### config.mk
export PLATFORM = sky130hd
export DESIGN_NAME = clkinv_polarity_sequencer
export DESIGN_NICKNAME = d
export VERILOG_FILES = /design/src/rtl/clkinv_seq_pkg.sv /design/src/rtl/clkinv_seq_timer.sv /design/src/rtl/clkinv_polarity_sequencer.sv
export SDC_FILE = /design/constraint.sdc
export NUM_CORES = 1
export LEC_CHECK = 0
export CAP_MARGIN = 20
export CORE_MARGIN = 1.5
export CORE_UTILIZATION = 30
export DETAILED_ROUTE_END_ITERATION = 16
export HOLD_SLACK_MARGIN = 0.03
export PLACE_DENSITY = 0.56
export SLEW_MARGIN = 40
export SYNTH_ARGS = -nofsm -noshare
export SYNTH_HDL_FRONTEND = slang
export SYNTH_SLANG_ARGS = --single-unit
### constraint.sdc
create_clock -name clk -period 3.1 [get_ports clk]
set_clock_uncertainty 0.15 [all_clocks]
set_input_delay 0.93 -clock clk [delete_from_list [all_inputs] [get_ports clk]]
set_output_delay 0.93 -clock clk [all_outputs]
set_load 0.02 [all_outputs]
### src/rtl/clkinv_seq_pkg.sv
// rtl/clkinv_seq_pkg.sv - shared types and elaboration helpers for the clock-inverter polarity sequencer
package clkinv_seq_pkg;

    typedef enum logic [2:0] {
        ST_OFF,
        ST_RUN,
        ST_HOLD,
        ST_DRAIN,
        ST_SWITCH,
        ST_SETTLE
    } state_t;

    function automatic int max3(input int a, input int b, input int c);
        int m;
        m = (a > b) ? a : b;
        return (m > c) ? m : c;
    endfunction

    function automatic int timer_width(input int gate_wait, input int settle_wait, input int idle_timeout);
        return $clog2(max3(gate_wait, settle_wait, idle_timeout) + 1);
    endfunction

    function automatic bit params_ok(input int nreq, input int gate_wait, input int settle_wait,
                                     input int idle_timeout);
        return (nreq >= 1) && (nreq <= 8) && (gate_wait >= 1) && (settle_wait >= 1) && (idle_timeout >= 1);
    endfunction

endpackage

### src/rtl/clkinv_seq_timer.sv
// rtl/clkinv_seq_timer.sv - loadable down-counter with zero flag shared by HOLD, DRAIN and SETTLE
module clkinv_seq_timer
    import clkinv_seq_pkg::*;
#(
    parameter int W = 4
) (
    input  logic         clk,
    input  logic         rst,
    input  logic         load,
    input  logic [W-1:0] load_val,
    input  logic         dec,
    output logic [W-1:0] count,
    output logic         zero
);

    // Never wraps: a decrement request at zero is ignored.
    always_ff @(posedge clk) begin
        if (rst) begin
            count <= '0;
        end else if (load) begin
            count <= load_val;
        end else if (dec && (count != '0)) begin
            count <= count - 1'b1;
        end
    end

    assign zero = (count == '0);

endmodule

### src/rtl/clkinv_polarity_sequencer.sv
// rtl/clkinv_polarity_sequencer.sv - enable and glitch-free polarity sequencing for one gated invertible clock branch
module clkinv_polarity_sequencer
    import clkinv_seq_pkg::*;
#(
    parameter int NREQ         = 4,
    parameter int GATE_WAIT    = 4,
    parameter int SETTLE_WAIT  = 4,
    parameter int IDLE_TIMEOUT = 16
) (
    input  logic            clk,
    input  logic            rst,
    input  logic [NREQ-1:0] req,
    output logic [NREQ-1:0] ack,
    input  logic            pol_req,
    input  logic            pol_valid,
    output logic            pol_ready,
    output logic            clk_en,
    output logic            inv_sel,
    output logic            busy
);

    localparam int TW = timer_width(GATE_WAIT, SETTLE_WAIT, IDLE_TIMEOUT);

    if (!params_ok(NREQ, GATE_WAIT, SETTLE_WAIT, IDLE_TIMEOUT)) begin : g_bad_params
        $error("clkinv_polarity_sequencer: parameter out of range");
    end

    state_t          state, state_d;
    logic            target, target_d;
    logic            inv_sel_d;
    logic            clk_en_d;
    logic            tmr_load, tmr_dec, tmr_zero, tmr_last;
    logic [TW-1:0]   tmr_val, tmr_count;
    logic            any_req, flip;

    clkinv_seq_timer #(.W(TW)) u_timer (
        .clk      (clk),
        .rst      (rst),
        .load     (tmr_load),
        .load_val (tmr_val),
        .dec      (tmr_dec),
        .count    (tmr_count),
        .zero     (tmr_zero)
    );

    assign any_req  = |req;
    // pol_ready is only ever high in OFF/RUN/HOLD, so it also qualifies the state.
    assign flip     = pol_valid && pol_ready && (pol_req != inv_sel);
    // HOLD leaves one count early so clk_en falls exactly IDLE_TIMEOUT cycles after the last request.
    assign tmr_last = (tmr_count <= TW'(1));

    always_comb begin
        state_d  = state;
        target_d = target;
        tmr_load = 1'b0;
        tmr_dec  = 1'b0;
        tmr_val  = '0;
        case (state)
            ST_OFF, ST_RUN, ST_HOLD: begin
                if (flip) begin
                    state_d  = ST_DRAIN;
                    target_d = pol_req;
                    tmr_load = 1'b1;
                    tmr_val  = TW'(GATE_WAIT - 1);
                end else if (state == ST_OFF) begin
                    if (any_req) state_d = ST_RUN;
                end else if (state == ST_RUN) begin
                    if (!any_req) begin
                        if (IDLE_TIMEOUT == 1) begin
                            state_d = ST_OFF;
                        end else begin
                            state_d  = ST_HOLD;
                            tmr_load = 1'b1;
                            tmr_val  = TW'(IDLE_TIMEOUT - 1);
                        end
                    end
                end else if (any_req) begin
                    state_d = ST_RUN;
                end else if (tmr_last) begin
                    state_d = ST_OFF;
                end else begin
                    tmr_dec = 1'b1;
                end
            end
            ST_DRAIN: begin
                if (tmr_zero) state_d = ST_SWITCH;
                else          tmr_dec = 1'b1;
            end
            ST_SWITCH: begin
                state_d  = ST_SETTLE;
                tmr_load = 1'b1;
                tmr_val  = TW'(SETTLE_WAIT - 1);
            end
            ST_SETTLE: begin
                if (tmr_zero) state_d = any_req ? ST_RUN : ST_OFF;
                else          tmr_dec = 1'b1;
            end
            default: state_d = ST_OFF;
        endcase
        inv_sel_d = (state == ST_SWITCH) ? target : inv_sel;
        clk_en_d  = (state_d == ST_RUN) || (state_d == ST_HOLD);
    end

    always_ff @(posedge clk) begin
        if (rst) begin
            state     <= ST_OFF;
            target    <= 1'b0;
            clk_en    <= 1'b0;
            inv_sel   <= 1'b0;
            ack       <= '0;
            pol_ready <= 1'b0;
            busy      <= 1'b0;
        end else begin
            state     <= state_d;
            target    <= target_d;
            clk_en    <= clk_en_d;
            inv_sel   <= inv_sel_d;
            ack       <= (state_d == ST_RUN) ? (req & {NREQ{clk_en}}) : '0;
            pol_ready <= (state_d == ST_OFF) || (state_d == ST_RUN) || (state_d == ST_HOLD);
            busy      <= (state_d == ST_DRAIN) || (state_d == ST_SWITCH) || (state_d == ST_SETTLE);
        end
    end

    // Saturating ages of the gate-off interval and of the current polarity, used by the safety checks.
    logic [TW-1:0] low_cnt, stable_cnt;

    always_ff @(posedge clk) begin
        if (rst) begin
            low_cnt    <= '1;
            stable_cnt <= '1;
        end else begin
            if (clk_en)                low_cnt <= '0;
            else if (low_cnt != '1)    low_cnt <= low_cnt + 1'b1;
            if (inv_sel_d != inv_sel)  stable_cnt <= '0;
            else if (stable_cnt != '1) stable_cnt <= stable_cnt + 1'b1;
        end
    end

    always @(posedge clk) begin
        if (!rst) begin
            a_gate_before_switch: assert ((inv_sel_d == inv_sel) || (!clk_en && (low_cnt >= TW'(GATE_WAIT))));
            a_settle_before_enable: assert (!(clk_en_d && !clk_en) || (stable_cnt >= TW'(SETTLE_WAIT - 1)));
        end
    end

endmodule
==> results by group, run 1 <==
Outcome
  – Status: finished, final reports clean

Worst setup path
  – Max FO, Critical Path: 3
  – WP data arrival: 3000 ps
  – Type of origin of the critical path: primary input
  – CP Capture Type: register
  – FF-to-FF setup slack: 750 ps
  – Critical path type: primary input to register
  – Data required, critical path: 3140 ps
  – FF-to-FF Start: u_timer.count[0]$_SDFFE_PP0P_
  – Reg2reg end: clk_en$_SDFF_PP0_
  – CP endpoint: clk_en$_SDFF_PP0_
  – Worst Setup SP: req[0]
  – FF-to-FF path depth: 7

Drt
  – Via count: 862
  – DR top layer: met4
  – Metal3 WL: 69 microns
  – Antenna viol nets, final: 0
  – DRC: 0
  – Met2 WL: 1040 microns
  – Initial DRT Pass Iterations: 4
  – Final WL: 2070 microns
  – Wl on met1: 935 microns
  – Wire per inst: 11.7 microns
  – Starting DRT DRC Count: 8
  – Drt via density: 4.84

Power
  – Flop pwr share: 0.461
  – Static Leakage: 0.460 nW
  – Internal power: 379 uW
  – Combinational power share: 0.328
  – Worst vdd ir: 0.173 mV
  – Sw Pwr: 200 uW
  – PwrDens: 466 nW/um^2
  – Switch share: 0.345
  – Clock network power share: 0.210

Synth
  – Mapped Area: 957 sq um
  – Post-Synth XOR/XNOR Area: 0.0366
  – Mux share of post-synthesis cell area: 0.0105
  – Compound-Gate Fraction of Synth Area: 0.246
  – Synthesized flop and latch total: 17
  – Netlist cell types: 38
  – Post-Synth Adder-Cell Area: 0.0392
  – Cell count after synthesis: 110
  – Sequential fraction of the synthesis area: 0.356
  – Syn Nets: 121
  – Largest family of logic cells by synthesized area: simple AND/OR/NAND/NOR gates
  – Simple-gate share of the synthesized area: 0.264
  – Ys Warns: 0
  – Mean cell area of the mapped netlist: 8.70 sq um

Die
  – Initial Utilization: 0.314
  – Die area: 3540 sq um
  – # IOs: 16
  – # rows: 20
  – Die W: 59.5 microns
  – Core area: 3050 sq um
  – Chip Height: 59.5 microns

CTS
  – Clock Latency Late Sink: 290 ps
  – CTS tree: yes
  – H-tree Lvls: 1
  – CTS Buffer Depth: 2
  – Post-CTS Setup Repair Bufs: 0
  – CTS root buffer: clkbuf_4
  – PostCTS Resize Cnt: 0
  – Clock slew at reported path FFs: 110 ps
  – Clock buffer count from CTS: 3
  – Hold Buf Count CTS: 0
  – CTS sink cnt: 17

Final layout
  – Share of cells above drive strength 1: 0.172
  – Register area: 340 sq um
  – Area of the multi-input gates: 571 sq um
  – Ant. Diodes: 0
  – Area growth from synthesis to layout: 29.7%
  – Post-route cell area: 1240 sq um
  – Fill count: 321
  – Nets@finish: 146
  – Utilization after layout: 0.407

Timing
  – Achievable frequency: 0.338 GHz
  – Final setup vio count: 0
  – Max Transition Viols Final: 0
  – Final period util: 0.954
  – Final Hold Fails: 0
  – Slew margin rel.: 0.586
  – RSZ-0062 raised after global routing: no
  – Final Critical Period: 2960 ps
  – Worst Tran Pin Value: 620 ps

Placement
  – Dpl hpwl: 1690 microns
  – Placed cell area: 1210 sq um
  – Final GP Congestion: 0.811
  – I/O Buffers: 15

GRT
  – Gr ovfl total: 0
  – Vias in the first global route: 853
  – GR Util All Layers: 0.128
  – First-pass GRT wire length: 3510 microns
  – Maximum number of pins on one net before global-route repair: 12
  – Initial antenna violation count: 0

Min path
  – Worst hold path type: register to register

Job
  – Max-cap violations: 0
-- cells in the final DEF, fill, tap and decap left out, drive strengths merged --
| cell type | Yosys | routed |
|---|---|---|
| nand4 | 4 | 4 |
| and2 | 4 | 4 |
| clkdlybuf4s50 | 0 | 15 |
| a21oi | 9 | 9 |
| nor2 | 12 | 12 |
| o2111a | 1 | 1 |
| nor2b | 1 | 1 |
| buf | 2 | 9 |
| nor4 | 2 | 2 |
| inv | 8 | 8 |
| a211o | 1 | 1 |
| xor2 | 1 | 1 |
| nand2 | 7 | 7 |
| nor4bb | 1 | 1 |
| or4 | 1 | 1 |
| nand2b | 1 | 1 |
| and3 | 1 | 1 |
| dfxtp | 17 | 17 |
| mux2i | 1 | 1 |
| a2111oi | 3 | 3 |
| o21bai | 1 | 1 |
| a31o | 1 | 1 |
| a2bb2oi | 1 | 1 |
| clkinv | 0 | 1 |
| xnor2 | 3 | 3 |
| a311oi | 2 | 2 |
| ha | 3 | 3 |
| o21ai | 2 | 2 |
| nor4b | 1 | 1 |
| a32oi | 1 | 1 |
| a211oi | 2 | 2 |
| o21ba | 1 | 1 |
| nor3 | 7 | 7 |
| clkbuf | 2 | 3 |
| or3 | 3 | 3 |
| o31ai | 3 | 3 |
-- metrics by stage --
step                      worst slack, ps  hold slack, ps  total power, mW  cells  setup TNS (ps)
after floorplan                       471             281            0.392    110               0
after global placement               -168             293            0.461    174            -287
after detailed placement             -148             297            0.463    174            -232
after CTS                             183             313            0.586    178               0
after global routing                  128             333            0.618    178               0
final                                 144             309            0.578    178               0
-- synth_stat cells --
| cell | count | share of area |
|---|---|---|
| a2111oi_2 | 3 | 0.047 |
| a211o_1 | 1 | 0.0092 |
| a211oi_1 | 1 | 0.0078 |
| a211oi_4 | 1 | 0.021 |
| a21oi_1 | 8 | 0.042 |
| a21oi_2 | 1 | 0.0092 |
| a2bb2oi_1 | 1 | 0.0092 |
| a311oi_1 | 2 | 0.018 |
| a31o_2 | 1 | 0.0092 |
| a32oi_1 | 1 | 0.0092 |
| and2_1 | 3 | 0.020 |
| and2_2 | 1 | 0.0078 |
| and3_1 | 1 | 0.0065 |
| buf_1 | 1 | 0.0039 |
| buf_2 | 1 | 0.0052 |
| clkbuf_1 | 2 | 0.0078 |
| dfxtp_1 | 17 | 0.36 |
| ha_1 | 3 | 0.039 |
| inv_1 | 8 | 0.031 |
| mux2i_1 | 1 | 0.010 |
| nand2_1 | 7 | 0.027 |
| nand2b_1 | 1 | 0.0065 |
| nand4_1 | 4 | 0.026 |
| nor2_1 | 12 | 0.047 |
| nor2b_1 | 1 | 0.0065 |
| nor3_1 | 7 | 0.037 |
| nor4_1 | 2 | 0.013 |
| nor4b_4 | 1 | 0.025 |
| nor4bb_1 | 1 | 0.010 |
| o2111a_1 | 1 | 0.012 |
| o21ai_0 | 2 | 0.010 |
| o21ba_2 | 1 | 0.010 |
| o21bai_1 | 1 | 0.0078 |
| o31ai_1 | 3 | 0.024 |
| or3_1 | 3 | 0.020 |
| or4_4 | 1 | 0.012 |
| xnor2_1 | 3 | 0.027 |
| xor2_1 | 1 | 0.0092 |
-- critical path: stages --
cell	delay, ps
clkdlybuf4s50_1	420
or4_4	590
a2111oi_2	240
nor4bb_1	150
o31ai_1	450
o21ba_2	230
-- per-layer routing --
layer | global-route usage | vias to the layer above
met2 | 0.234 | 16
li1 | - | 450
met4 | 0.0390 | 0
met3 | 0.0197 | 4
met1 | 0.153 | 392
met5 | 0 | -
-- sequential cells by signal (all words and copies together) (netlist names) --
| name | flops |
|---|---|
| target | 1 |
| u_timer.count | 5 |
| clk_en | 1 |
| inv_sel | 1 |
| state | 3 |
| pol_ready | 1 |
| busy | 1 |
| ack | 4 |
-- worst min path at each step --
stage                     cells after the start              endpoint                start
after floorplan                               2  inv_sel$_SDFFE_PP0N_  target$_SDFFE_PP0P_
after global placement                        2  inv_sel$_SDFFE_PP0N_  target$_SDFFE_PP0P_
after detailed placement                      2  inv_sel$_SDFFE_PP0N_  target$_SDFFE_PP0P_
after CTS                                     2  inv_sel$_SDFFE_PP0N_  target$_SDFFE_PP0P_
after global routing                          2  inv_sel$_SDFFE_PP0N_  target$_SDFFE_PP0P_
final                                         2  inv_sel$_SDFFE_PP0N_  target$_SDFFE_PP0P_
-- power by group through the flow --
stage          Sequential, mW  Combinational, mW  Clock [mW]
2_1_floorplan           0.275              0.117           0
3_3_place_gp            0.271              0.190           0
3_5_place_dp            0.271              0.192           0
4_1_cts                 0.267              0.193       0.127
5_1_grt                 0.271              0.212       0.135
6_report                0.267              0.190       0.122
-- logic make-up after synthesis --
group | after synthesis
AO/OA/AOI/OAI | 28
XOR/XNOR | 4
flip-flops | 17
buffers and inverters | 12
multiplexers | 1
adder cells (fa/ha/maj) | 3
AND/OR/NAND/NOR | 45
-- final cells by class --
type                       instances  share of cell area
clock buffer                       3              0.0181
tap                               44              0.0444
sequential                        17               0.274
timing repair buffer              24               0.175
inverter                           8              0.0242
clock inverter                     1             0.00403
multi-input combinational         81               0.460
(Power assumes the default switching activity.)
==> run 2, diff against run 1 <==
--- a/config.mk
+++ b/config.mk
@@ -8,9 +8,10 @@
 export CAP_MARGIN = 20
 export CORE_MARGIN = 1.5
 export CORE_UTILIZATION = 30
+export CTS_CLUSTER_DIAMETER = 200
 export DETAILED_ROUTE_END_ITERATION = 16
 export HOLD_SLACK_MARGIN = 0.03
-export PLACE_DENSITY = 0.56
+export PLACE_DENSITY = 0.58
 export SLEW_MARGIN = 40
 export SYNTH_ARGS = -nofsm -noshare
 export SYNTH_HDL_FRONTEND = slang
==> constraint.sdc (replaced) <==
create_clock -name clk -period 2.55 [get_ports clk]
set_clock_uncertainty 0.15 [all_clocks]
set_input_delay 0.765 -clock clk [delete_from_list [all_inputs] [get_ports clk]]
set_output_delay 0.765 -clock clk [all_outputs]
set_load 0.02 [all_outputs]
==> run 2 against run 1 <==
  * Core utilization increased by 3.6 points
  * Cell area increased by 8.9%
  * Worst hold slack improved by 2.4 ps
  * Total power increased by 28%
  * Sequential share of layout area decreased by 2.2 points
  * Die area unchanged
  * Global-route usage increased by 3.3 points
  * Routed wire length increased by 23%
  * First-iteration DRC count increased to 3.1 times the previous value
  * Sequential power increased by 22%
  * Combinational power increased by 39%
  * Non-clock buffer count increased by 5
  * Critical endpoint unchanged
==> results by group, run 2 (synthesized netlist as in run 1, its figures left out) <==
Final layout
  – Utilization after layout: 0.443
  – Max reg flops: 5
  – Top flop regs: u_timer.count: 5 flops, ack: 4 flops, state: 3 flops
  – Share of cells above drive strength 1: 0.245
  – Area growth from synthesis to layout: 41.2%
  – Biggest register: u_timer.count
  – Nets@finish: 151
  – Fill count: 320
  – Most frequent cells in the layout: 17 x dfxtp_1, 14 x buf_4, 12 x nor2_1
  – Commonest non-fill, non-tap cell in the layout: dfxtp_1
  – Ant. Diodes: 0

Timing
  – Final setup vio count: 0
  – TNS Setup: 0 ps
  – Achievable frequency: 0.398 GHz
  – Final Critical Period: 2510 ps
  – RSZ-0062 raised after global routing: no
  – Worst Tran Pin Value: 620 ps
  – Final period util: 0.986
  – Worst hold slack: 312 ps
  – Max Transition Viols Final: 0
  – Slew margin rel.: 0.586
  – Final Hold Fails: 0

CTS
  – CTS Buffer Depth: 2
  – CTS root buffer: clkbuf_4
  – H-tree Lvls: 1
  – Clock buffer count from CTS: 3
  – CTS sink cnt: 17
  – Clock Latency Late Sink: 300 ps
  – Clock slew at reported path FFs: 100 ps
  – CTS tree: yes
  – Hold Buf Count CTS: 0

Placement
  – Final GP Congestion: 0.863
  – Dpl hpwl: 1830 microns
  – I/O Buffers: 15

Drt
  – Via count: 937
  – Drt via density: 5.12
  – Initial DRT Pass Iterations: 4
  – Final WL: 2560 microns
  – Starting DRT DRC Count: 25
  – Antenna viol nets, final: 0
  – DRC: 0
  – Wire per inst: 14.0 microns

GRT
  – Maximum number of pins on one net before global-route repair: 12
  – Gr ovfl total: 0
  – Initial antenna violation count: 0
  – GR Util All Layers: 0.162
  – Vias in the first global route: 981
  – First-pass GRT wire length: 4330 microns

Power
  – Combinational power share: 0.358
  – Clock network power share: 0.203
  – Internal power: 475 uW
  – Switch share: 0.359
  – PwrDens: 548 nW/um^2
  – Sw Pwr: 266 uW
  – Static Leakage: 0.510 nW
  – Worst vdd ir: 0.288 mV
  – Flop pwr share: 0.439

Die
  – Die W: 59.5 microns
  – # rows: 20
  – Die area: 3540 sq um
  – Chip Height: 59.5 microns
  – # IOs: 16
  – Core area: 3050 sq um
  – Initial Utilization: 0.314

Worst setup path
  – Max FO, Critical Path: 6
  – WP data arrival: 2570 ps
  – CP Capture Type: register
  – FF-to-FF Start: u_timer.count[0]$_SDFFE_PP0P_
  – Data required, critical path: 2600 ps
  – FF-to-FF path depth: 7
  – Type of origin of the critical path: primary input
  – FF-to-FF setup slack: 290 ps
  – Worst Setup SP: req[2]
  – Critical path type: primary input to register
  – Reg2reg end: clk_en$_SDFF_PP0_

Min path
  – Hold Crit Start: target$_SDFFE_PP0P_
  – Worst hold path type: register to register
  – Hold depth: 2
  – Worst Hold Path EP: inv_sel$_SDFFE_PP0N_

Job
  – Max-cap violations: 0

Outcome
  – Status: finished, final reports clean
==> run 2: cell count changes in the layout (fill, tap and decap cells not counted), sizes merged <==
cell / before / now
dlygate4sd2: 0 / 4
buf: 9 / 14
clkdlybuf4s50: 15 / 11
==> run 2: metal layers <==
metal	vias up	part of all wire	wire (microns)	global-route usage
li1	461	-	-	-
met1	450	0.41	1060	0.176
met2	18	0.54	1380	0.290
met3	8	0.026	66	0.0328
met4	0	0.023	59	0.0844
met5	-	0	0	0
==> run 2: worst max path at each step <==
stage	endpoint	slack, ps	cells past startpoint
final	clk_en$_SDFF_PP0_	40	6
after global routing	u_timer.count[3]$_SDFFE_PP0P_	0.7	7
after CTS	pol_ready$_SDFF_PP0_	2	7
after detailed placement	clk_en$_SDFF_PP0_	-550	6
after global placement	clk_en$_SDFF_PP0_	-540	6
after floorplan	u_timer.count[3]$_SDFFE_PP0P_	90	5
==> run 2: what timing repair did <==
action,4_1_cts,5_1_grt
setup buffers,2,0
setup endpoints to repair,9,4
resized for setup,10,4
pin swaps,5,2
==> run 2: final cells by class <==
type / count / area [sq um] / area share
Timing Repair Buffer: 29 / 250 / 0.185
Tap cell: 44 / 55.1 / 0.0407
Inverter: 8 / 30.0 / 0.0222
Clock inverter: 1 / 5.00 / 0.00370
Sequential cell: 17 / 340 / 0.252
Multi-Input combinational cell: 81 / 648 / 0.480
Clock buffer: 3 / 22.5 / 0.0167
==> run 2: power by group through the flow <==
stage                     logic (mW)  registers (mW)  clock network, mW
after detailed placement       0.242           0.329                  0
final                          0.265           0.326              0.150
after CTS                      0.260           0.325              0.153
after global placement         0.237           0.329                  0
after floorplan                0.142           0.334                  0
after global routing           0.289           0.330              0.171
==> run 2: metrics by stage <==
stage / instances / total power, mW / setup WS (ps) / instance area [sq um]
after floorplan: 110 / 0.477 / 85.7 / 957
after CTS: 183 / 0.738 / 2.28 / 1330
after global placement: 177 / 0.565 / -544 / 1240
after global routing: 183 / 0.790 / 0.709 / 1350
final: 183 / 0.741 / 35.3 / 1350
after detailed placement: 177 / 0.571 / -547 / 1240
==> run 2: worst max-delay path: stages <==
cell,delay [ps]
dlygate4sd2_1,250
or4_4,570
buf_4,180
a2111oi_4,430
a2111oi_4,120
o21ba_2,260
==> run 3, diff against run 2 <==
--- a/config.mk
+++ b/config.mk
@@ -8,7 +8,6 @@
 export CAP_MARGIN = 20
 export CORE_MARGIN = 1.5
 export CORE_UTILIZATION = 30
-export CTS_CLUSTER_DIAMETER = 200
 export DETAILED_ROUTE_END_ITERATION = 16
 export HOLD_SLACK_MARGIN = 0.03
 export PLACE_DENSITY = 0.58
==> results of run 3 <==
No change in the layout: final DEF, timing and power equal those of run 2.
